`config.mk`:
```
export PLATFORM = sky130hd
export DESIGN_NAME = implies_operand_loader_flat
export DESIGN_NICKNAME = d
export VERILOG_FILES = /design/src/rtl/implies_operand_loader_if.sv /design/src/rtl/implies_operand_loader.sv /design/src/flat_wrapper.sv
export SDC_FILE = /design/constraint.sdc
export NUM_CORES = 1
export LEC_CHECK = 0
export ABC_AREA = 1
export CORE_MARGIN = 2
export CORE_UTILIZATION = 45
export DETAILED_ROUTE_END_ITERATION = 8
export SLEW_MARGIN = 20
export SYNTH_ARGS = -nofsm -noshare
export SYNTH_HDL_FRONTEND = slang
export SYNTH_SLANG_ARGS = --single-unit
```
`constraint.sdc`:
```
create_clock -name clk -period 4.5 [get_ports clk]
set_input_delay 0.9 -clock clk [delete_from_list [all_inputs] [get_ports clk]]
set_output_delay 0.9 -clock clk [all_outputs]
set_load 0.05 [all_outputs]
```
`src/rtl/implies_operand_loader_if.sv`:
```
// Bundle between the serial operand loader and its neighbours: bit-serial input, word output, status.
// LOADER_PARITY_EN adds the sticky parity_err status line.
interface implies_operand_loader_if #(
  parameter int CW = 3
);
  logic          ser_bit;
  logic          ser_stb;
  logic          ser_sof;
  // A word moves on every rising edge where out_valid && out_ready; out_a/out_b are held while out_valid && !out_ready.
  logic          out_valid;
  logic          out_ready;
  logic [3:0]    out_a;
  logic [3:0]    out_b;
  logic [CW-1:0] fifo_count;
  logic          overflow;
  logic [1:0]    fsm_state;
`ifdef LOADER_PARITY_EN
  logic          parity_err;

  modport master (
    input  ser_bit, ser_stb, ser_sof, out_ready,
    output out_valid, out_a, out_b, fifo_count, overflow, fsm_state, parity_err
  );
  modport slave (
    output ser_bit, ser_stb, ser_sof, out_ready,
    input  out_valid, out_a, out_b, fifo_count, overflow, fsm_state, parity_err
  );
`else
  modport master (
    input  ser_bit, ser_stb, ser_sof, out_ready,
    output out_valid, out_a, out_b, fifo_count, overflow, fsm_state
  );
  modport slave (
    output ser_bit, ser_stb, ser_sof, out_ready,
    input  out_valid, out_a, out_b, fifo_count, overflow, fsm_state
  );
`endif
endinterface

```
`src/rtl/implies_operand_loader.sv`:
```
// Assembles LSB-first serial frames into {B,A} words and buffers them in a small FIFO for the implies gate.
// LOADER_PARITY_EN: 9-bit frames with an even-parity bit; bad frames are dropped and flagged on parity_err.
module implies_operand_loader #(
  parameter int DEPTH = 4,
  parameter int CW    = 3
) (
  input  logic                    clk,
  input  logic                    rst,
  implies_operand_loader_if.master bus
);

  localparam int AW = (DEPTH > 1) ? $clog2(DEPTH) : 1;
`ifdef LOADER_PARITY_EN
  localparam int FW = 9;
`else
  localparam int FW = 8;
`endif

  typedef enum logic [1:0] {
    S_IDLE   = 2'd0,
    S_SHIFT  = 2'd1,
    S_PARITY = 2'd2
  } state_t;

  state_t        state_q, state_d;
  logic [3:0]    cnt_q, cnt_d;
  logic [3:0]    idx;
  logic [FW-1:0] frame_q, frame_d;
  logic          push;

  logic [7:0]    mem [DEPTH];
  logic [AW-1:0] wr_ptr_q, rd_ptr_q;
  logic [CW-1:0] count_q;
  logic          overflow_q;
  logic          out_valid;
  logic          do_pop;
  logic          do_push;
  logic          full;
  logic          drop;

`ifdef LOADER_PARITY_EN
  logic          perr_set;
  logic          parity_err_q;
`endif

  // Frame assembly: a strobe with sof always lands in bit 0, discarding any partial frame.
  always_comb begin
    state_d = state_q;
    cnt_d   = cnt_q;
    frame_d = frame_q;
    push    = 1'b0;
`ifdef LOADER_PARITY_EN
    perr_set = 1'b0;
`endif
    idx     = bus.ser_sof ? 4'd0 : cnt_q;
    if (bus.ser_stb) begin
      for (int i = 0; i < FW; i++) begin
        if (idx == 4'(i)) frame_d[i] = bus.ser_bit;
      end
      if (idx == 4'(FW - 1)) begin
        state_d = S_IDLE;
        cnt_d   = 4'd0;
`ifdef LOADER_PARITY_EN
        if (^frame_d) perr_set = 1'b1;
        else          push     = 1'b1;
`else
        push    = 1'b1;
`endif
      end else begin
        cnt_d = idx + 4'd1;
`ifdef LOADER_PARITY_EN
        state_d = (idx == 4'd7) ? S_PARITY : S_SHIFT;
`else
        state_d = S_SHIFT;
`endif
      end
    end else if (bus.ser_sof) begin
      state_d = S_IDLE;
      cnt_d   = 4'd0;
    end
  end

  // A full FIFO still accepts a push when the head leaves on the same edge.
  assign out_valid = (count_q != '0);
  assign do_pop    = out_valid && bus.out_ready;
  assign full      = (count_q == CW'(DEPTH));
  assign do_push   = push && (!full || do_pop);
  assign drop      = push && full && !do_pop;

  always_ff @(posedge clk or posedge rst) begin
    if (rst) begin
      state_q    <= S_IDLE;
      cnt_q      <= 4'd0;
      frame_q    <= '0;
      wr_ptr_q   <= '0;
      rd_ptr_q   <= '0;
      count_q    <= '0;
      overflow_q <= 1'b0;
`ifdef LOADER_PARITY_EN
      parity_err_q <= 1'b0;
`endif
    end else begin
      state_q <= state_d;
      cnt_q   <= cnt_d;
      frame_q <= frame_d;
      if (do_push) wr_ptr_q <= wr_ptr_q + AW'(1);
      if (do_pop)  rd_ptr_q <= rd_ptr_q + AW'(1);
      case ({do_push, do_pop})
        2'b10:   count_q <= count_q + CW'(1);
        2'b01:   count_q <= count_q - CW'(1);
        default: count_q <= count_q;
      endcase
      if (drop) overflow_q <= 1'b1;
`ifdef LOADER_PARITY_EN
      if (perr_set) parity_err_q <= 1'b1;
`endif
    end
  end

  // Storage needs no reset: out_a/out_b are masked whenever the FIFO is empty.
  always_ff @(posedge clk) begin
    if (do_push) mem[wr_ptr_q] <= frame_d[7:0];
  end

  assign bus.out_valid  = out_valid;
  assign bus.out_a      = out_valid ? mem[rd_ptr_q][3:0] : 4'd0;
  assign bus.out_b      = out_valid ? mem[rd_ptr_q][7:4] : 4'd0;
  assign bus.fifo_count = count_q;
  assign bus.overflow   = overflow_q;
  assign bus.fsm_state  = state_q;
`ifdef LOADER_PARITY_EN
  assign bus.parity_err = parity_err_q;
`endif

endmodule

```
`src/flat_wrapper.sv`:
```
// flat-port wrapper written by rule: the top's interface ports become plain ports
module implies_operand_loader_flat 
#(
  parameter int DEPTH = 4,
  parameter int CW    = 3
)
  (clk, rst, bus_ser_bit, bus_ser_stb, bus_ser_sof, bus_out_ready, bus_out_valid, bus_out_a, bus_out_b, bus_fifo_count, bus_overflow, bus_fsm_state);
  implies_operand_loader_if #(.CW(CW)) bus_i ();
  input  logic clk;
  input  logic rst;
  input wire logic [$bits(bus_i.ser_bit)-1:0] bus_ser_bit;
  input wire logic [$bits(bus_i.ser_stb)-1:0] bus_ser_stb;
  input wire logic [$bits(bus_i.ser_sof)-1:0] bus_ser_sof;
  input wire logic [$bits(bus_i.out_ready)-1:0] bus_out_ready;
  output wire logic [$bits(bus_i.out_valid)-1:0] bus_out_valid;
  output wire logic [$bits(bus_i.out_a)-1:0] bus_out_a;
  output wire logic [$bits(bus_i.out_b)-1:0] bus_out_b;
  output wire logic [$bits(bus_i.fifo_count)-1:0] bus_fifo_count;
  output wire logic [$bits(bus_i.overflow)-1:0] bus_overflow;
  output wire logic [$bits(bus_i.fsm_state)-1:0] bus_fsm_state;
  assign bus_i.ser_bit = bus_ser_bit;
  assign bus_i.ser_stb = bus_ser_stb;
  assign bus_i.ser_sof = bus_ser_sof;
  assign bus_i.out_ready = bus_out_ready;
  assign bus_out_valid = bus_i.out_valid;
  assign bus_out_a = bus_i.out_a;
  assign bus_out_b = bus_i.out_b;
  assign bus_fifo_count = bus_i.fifo_count;
  assign bus_overflow = bus_i.overflow;
  assign bus_fsm_state = bus_i.fsm_state;
  implies_operand_loader #(.DEPTH(DEPTH), .CW(CW)) u_core (.clk(clk), .rst(rst), .bus(bus_i));
endmodule
```
# Word-level counts from Yosys, hierarchy flattened
# Memories as Yosys holds them, arrays and structs flattened.
# Index checks and enable logic that the tools add are counted.
dict set report totals {
  ff_bits 22
  ram_bits 32
  n_memories 1
  wordCells 56
}
# name words width rd rd_ports_with_merged_regs write_ports line_no
set memory_table {}
lappend memory_table {u_core.mem 4 8 1 0 1 implies_operand_loader.sv:31} ;# logic [7:0] mem [DEPTH];
dict set report op_classes {
  reduce_logical 11
  n_eq_ne 10
  n_mux 22
  addsub 5
}
# operator n
set op_table {}
lappend op_table {{two-way mux 4 bit} 5}
lappend op_table {{equality test 4 x 3 -> 1 bit (second input constant)} 4}
lappend op_table {{two-way mux 1 bit} 13}
lappend op_table {{equality test 4 x 2 -> 1 bit (second input constant)} 2}
lappend op_table {{two-way mux 8 bit} 1}
lappend op_table {{case mux 3 bit (2 select lines)} 1}
lappend op_table {{adder 2 x 1 -> 2 bit (second input constant)} 2}
lappend op_table {{adder 4 x 1 -> 4 bit (second input constant)} 1}
lappend op_table {{equality test 4 x 1 -> 1 bit (second input constant)} 1}
lappend op_table {{logical AND 1 bit} 4}
lappend op_table {{logical NOT 4 bit} 1}
lappend op_table {{two-way mux 2 bit} 2}
lappend op_table {{nonzero test 2 bit} 2}
lappend op_table {{adder 3 x 1 -> 3 bit (second input constant)} 1}
lappend op_table {{equality test 3 bit (second input constant)} 1}
lappend op_table {{nonzero test 3 bit} 1}
lappend op_table {{subtractor 3 x 1 -> 3 bit (second input constant)} 1}
lappend op_table {{equality test 2 x 1 -> 1 bit (second input constant)} 1}
lappend op_table {{equality test 2 bit (second input constant)} 1}
lappend op_table {{logical NOT 1 bit} 2}
lappend op_table {{logical OR 1 bit} 1}

# Logic depth before layout (Yosys ltp)
dict set report depth {
  depth_word 7
  ltp_mapped 14
  depth_no_buf 14
}

# Worst setup path before layout
# Ideal clock, no wire load.
dict set report synth_timing {
  kind {register -> output}
  start {register u_core.count_q[2] (netlist: u_core.bus.fifo_count[2])}
  end {output bus_out_a[0]}
  path_buffers 0
  arrival_time_ps 2178
  required_ps 3600
  setup_slack_ps 1422
  stages_incl_launch_ff 5
  path_cell_list {dfrtp_1 > inv_1 > nand2_1 > inv_1 > a21oi_1}
}
dict set report synth_via {
  elab_chain_len 2
}
# element line_no
set synth_rtl {}
lappend synth_rtl {{from (decl)} implies_operand_loader.sv:33} ;# logic [CW-1:0] count_q;
lappend synth_rtl {{from (signal assigned)} implies_operand_loader.sv:109} ;# 2'b10: count_q <= count_q + CW'(1);
lappend synth_rtl {{from (signal assigned)} implies_operand_loader.sv:110} ;# 2'b01: count_q <= count_q - CW'(1);
lappend synth_rtl {{from (signal assigned)} implies_operand_loader.sv:111} ;# default: count_q <= count_q;
lappend synth_rtl {{nonzero test 3 bit} implies_operand_loader.sv:84} ;# assign out_valid = (count_q != '0);
lappend synth_rtl {{via bus_out_valid} flat_wrapper.sv:15} ;# output wire logic [$bits(bus_i.out_valid)-1:0] bus_out_valid;
lappend synth_rtl {{two-way mux 4 bit} implies_operand_loader.sv:126} ;# assign bus.out_a = out_valid ? mem[rd_ptr_q][3:0] : 4'd0;
lappend synth_rtl {{to (decl)} flat_wrapper.sv:16} ;# output wire logic [$bits(bus_i.out_a)-1:0] bus_out_a;
# The timed path passes the listed nets, and every way through them passes these cells.

# Final worst setup path
dict set report layout_timing {
  start {register u_core.rd_ptr_q[0]}
  end {output bus_out_b[1]}
}
dict set report layout_via {
  elab_chain_len 2
}
# element line_no
set layout_rtl {}
lappend layout_rtl {{from (decl)} implies_operand_loader.sv:32} ;# logic [AW-1:0] wr_ptr_q, rd_ptr_q;
lappend layout_rtl {{from (signal assigned)} implies_operand_loader.sv:107} ;# if (do_pop) rd_ptr_q <= rd_ptr_q + AW'(1);
lappend layout_rtl {{memory read (4 x 8 bit)} -}
lappend layout_rtl {{two-way mux 4 bit} implies_operand_loader.sv:127} ;# assign bus.out_b = out_valid ? mem[rd_ptr_q][7:4] : 4'd0;
lappend layout_rtl {{to (decl)} flat_wrapper.sv:17} ;# output wire logic [$bits(bus_i.out_b)-1:0] bus_out_b;
# No other way between the ends.

==> qor.csv <==
metric,value,unit
Detailed Place HPWL,2970,um
Rel. slew slack,44.1,%
vias,1552,
# H-tree levels,2,
drt first pass iters,4,
Yosys cell types,25,
fin. max-slew vios,0,
minimum clock period,3290,ps
die width,78.1,um
post-route ant nets,0,
Compound-Gate Fraction of Synth Area,6.58,%
WL final,4220,um
Pwr Density,568,nW/um^2
top-area cell type share of the netlist area,38.8,%
setup TNS,0,ps
Max Freq,0.304,GHz
Layout Nets,283,
initial antenna violation count,0,
TritonCTS Buffers,5,
Final period util,73.1,%
cell taking the most area after synthesis,edfxtp_1,
Leak,1.24,nW
most area-consuming cells after synthesis,"edfxtp_1 39%, dfrtp_1 21%, nand2_1 8.8%, ha_1 4.6%, inv_1 4.6%",
Core Box Area,5200,um^2
antenna cells,0,
total design power,1.59,mW
mux cell area share after synthesis,0,%
# hold bufs at CTS,0,
HP Class,reg2reg,
DRC Markers,0,
maximum VDD drop,0.000208,V
Routed WL per cell,12.5,um
FF-to-FF setup slack,2380,ps
global-route wire length before repair,7370,um
"CTS clk-pin slew, worst paths",90,ps
unrepaired setup endpoints after global routing,no,
initial DRC count,45,
simple-gate area share of the yosys netlist,19.0,%
Final Hold Violating Endpoints,0,
CP endpoint kind,output port,
initial core utilization,47.5,%
largest family of logic cells by synthesized area,simple AND/OR/NAND/NOR gates,
number of global-route vias before repair,1548,
Critical Setup Path Class,reg2out,
Post-DP Area,2700,um^2
port buffer count,19,
area share of fa/ha/maj cells after synthesis,5.36,%
P&R area growth vs syn,13.0,%
Critical Path Start Type,register,
fraction of synthesized cell area in xor and xnor cells,1.42,%
clk_lat worst skew,300,ps
synthesized flop and latch total,53,
critical path arrival,2390,ps
Synth Area per Inst,10.0,um^2
GRT overflow,0,
share of layout cells above drive strength 1,7.46,%
mapped cell area,2470,um^2
GP Congestion,0.771,
Gate Count Post-Synth,247,
CTS tree,built,
Worst EP required,3600,ps
synth warn,0,
CTS root buf,clkbuf_8,
I/O pins,21,
CP Max Fanout,18,
PostCTS Resize Cnt,0,
worst slew pin tran,838,ps
CTS sink cnt,53,
largest net degree at the start of global routing,22,
worst hold slack,496,ps
"Seq/Total Area, Yosys",60.1,%
worst clock skew,10.9,ps
status,"complete, no violations",
# Max-Cap Violations,0,
Synthesized Nets,263,
DIE HEIGHT,78.1,um
Post-CTS Setup Bufs,0,
final setup fails,0,
deepest clock path buffer count,2,
most frequent cells in the layout,"58 x nand2_1, 32 x edfxtp_1, 30 x inv_1, 30 x nor2_1, 21 x dfrtp_1",
Via density,4.59,
post-route cell area,2800,um^2
"leading cell type in the layout, fill and taps excluded",nand2_1,
GRT Total Usage,15.4,%
Die ar.,6110,um^2
floorplan row count,26,
==> synth_stat cells, drive strengths merged <==
library cell,instances
dfrtp,21
fa,1
ha,9
inv,35
nand2,63
o21ai,15
nand3b,1
a21oi,10
nor2,32
buf,6
conb,1
edfxtp,32
xnor2,1
xor2,3
nand3,12
o21bai,5
==> through the flow <==
step	cells	setup slack, ps	util, %
6_report	338	1210	53.7
5_1_grt	338	1000	53.7
4_1_cts	338	1200	53.7
3_5_place_dp	330	1200	51.9
3_3_place_gp	330	1300	51.9
2_1_floorplan	247	1420	-
==> kinds of logic after synthesis <==
kind of cell	after synthesis
fa+ha+maj	10
flops	53
xor+xnor	4
compound gates	30
simple gates	108
other cells	1
buf+inv	41
==> sequential cells by signal, summed over array words and instances, names as in the netlist <==
name and count:
u_core.frame_q 8, u_core.mem 32, u_core.bus.fifo_count 3, u_core.wr_ptr_q 2, u_core.bus.fsm_state 1, u_core.bus.overflow 1, u_core.cnt_q 4, u_core.rd_ptr_q 2
==> area by class of cell <==
| cell class | instances | area, um^2 |
|---|---|---|
| timing repair buffer | 19 | 190 |
| clock buffer | 7 | 86.3 |
| sequential | 53 | 1490 |
| tap | 70 | 87.6 |
| multi-input combinational | 153 | 803 |
| clock inverter | 1 | 7.51 |
| inverter | 35 | 134 |
| fill | 472 | 2410 |
==> critical path: stages, from the launching register on <==
cell and delay [ps]:
dfrtp_1 630, inv_4 290, nand2_1 80, nand2_1 80, nand2_1 60, a21oi_1 150
clkdlybuf4s50_1 810
==> power by group <==
part           internal [mW]  switching (mW)
Clock                  0.125           0.146
Sequential             0.572          0.0490
Combinational          0.220           0.474
Total                  0.917           0.669
==> per-layer routing <==
| metal | up-vias | GRT usage, % | wire length, um |
|---|---|---|---|
| li1 | 821 | - | - |
| met1 | 708 | 22.4 | 2180 |
| met2 | 18 | 23.8 | 1900 |
| met3 | 5 | 2.41 | 98 |
| met4 | 0 | 4.74 | 42 |
| met5 | - | 0 | 0 |
==> path summary, 6_finish.rpt <==
kind                                          start                        to  cells after the start
worst min-delay path            u_core.bus.overflow       u_core.bus.overflow                      1
min in group asynchronous                       rst       u_core.bus.overflow                      2
worst min register to register  u_core.bus.overflow       u_core.bus.overflow                      1
max in group asynchronous                       rst         u_core.frame_q[0]                      2
worst max register to register      u_core.cnt_q[0]  u_core.bus.fifo_count[2]                     12
worst max-delay path             u_core.rd_ptr_q[0]              bus_out_b[1]                      6
Power figures use the tool's default switching activity.
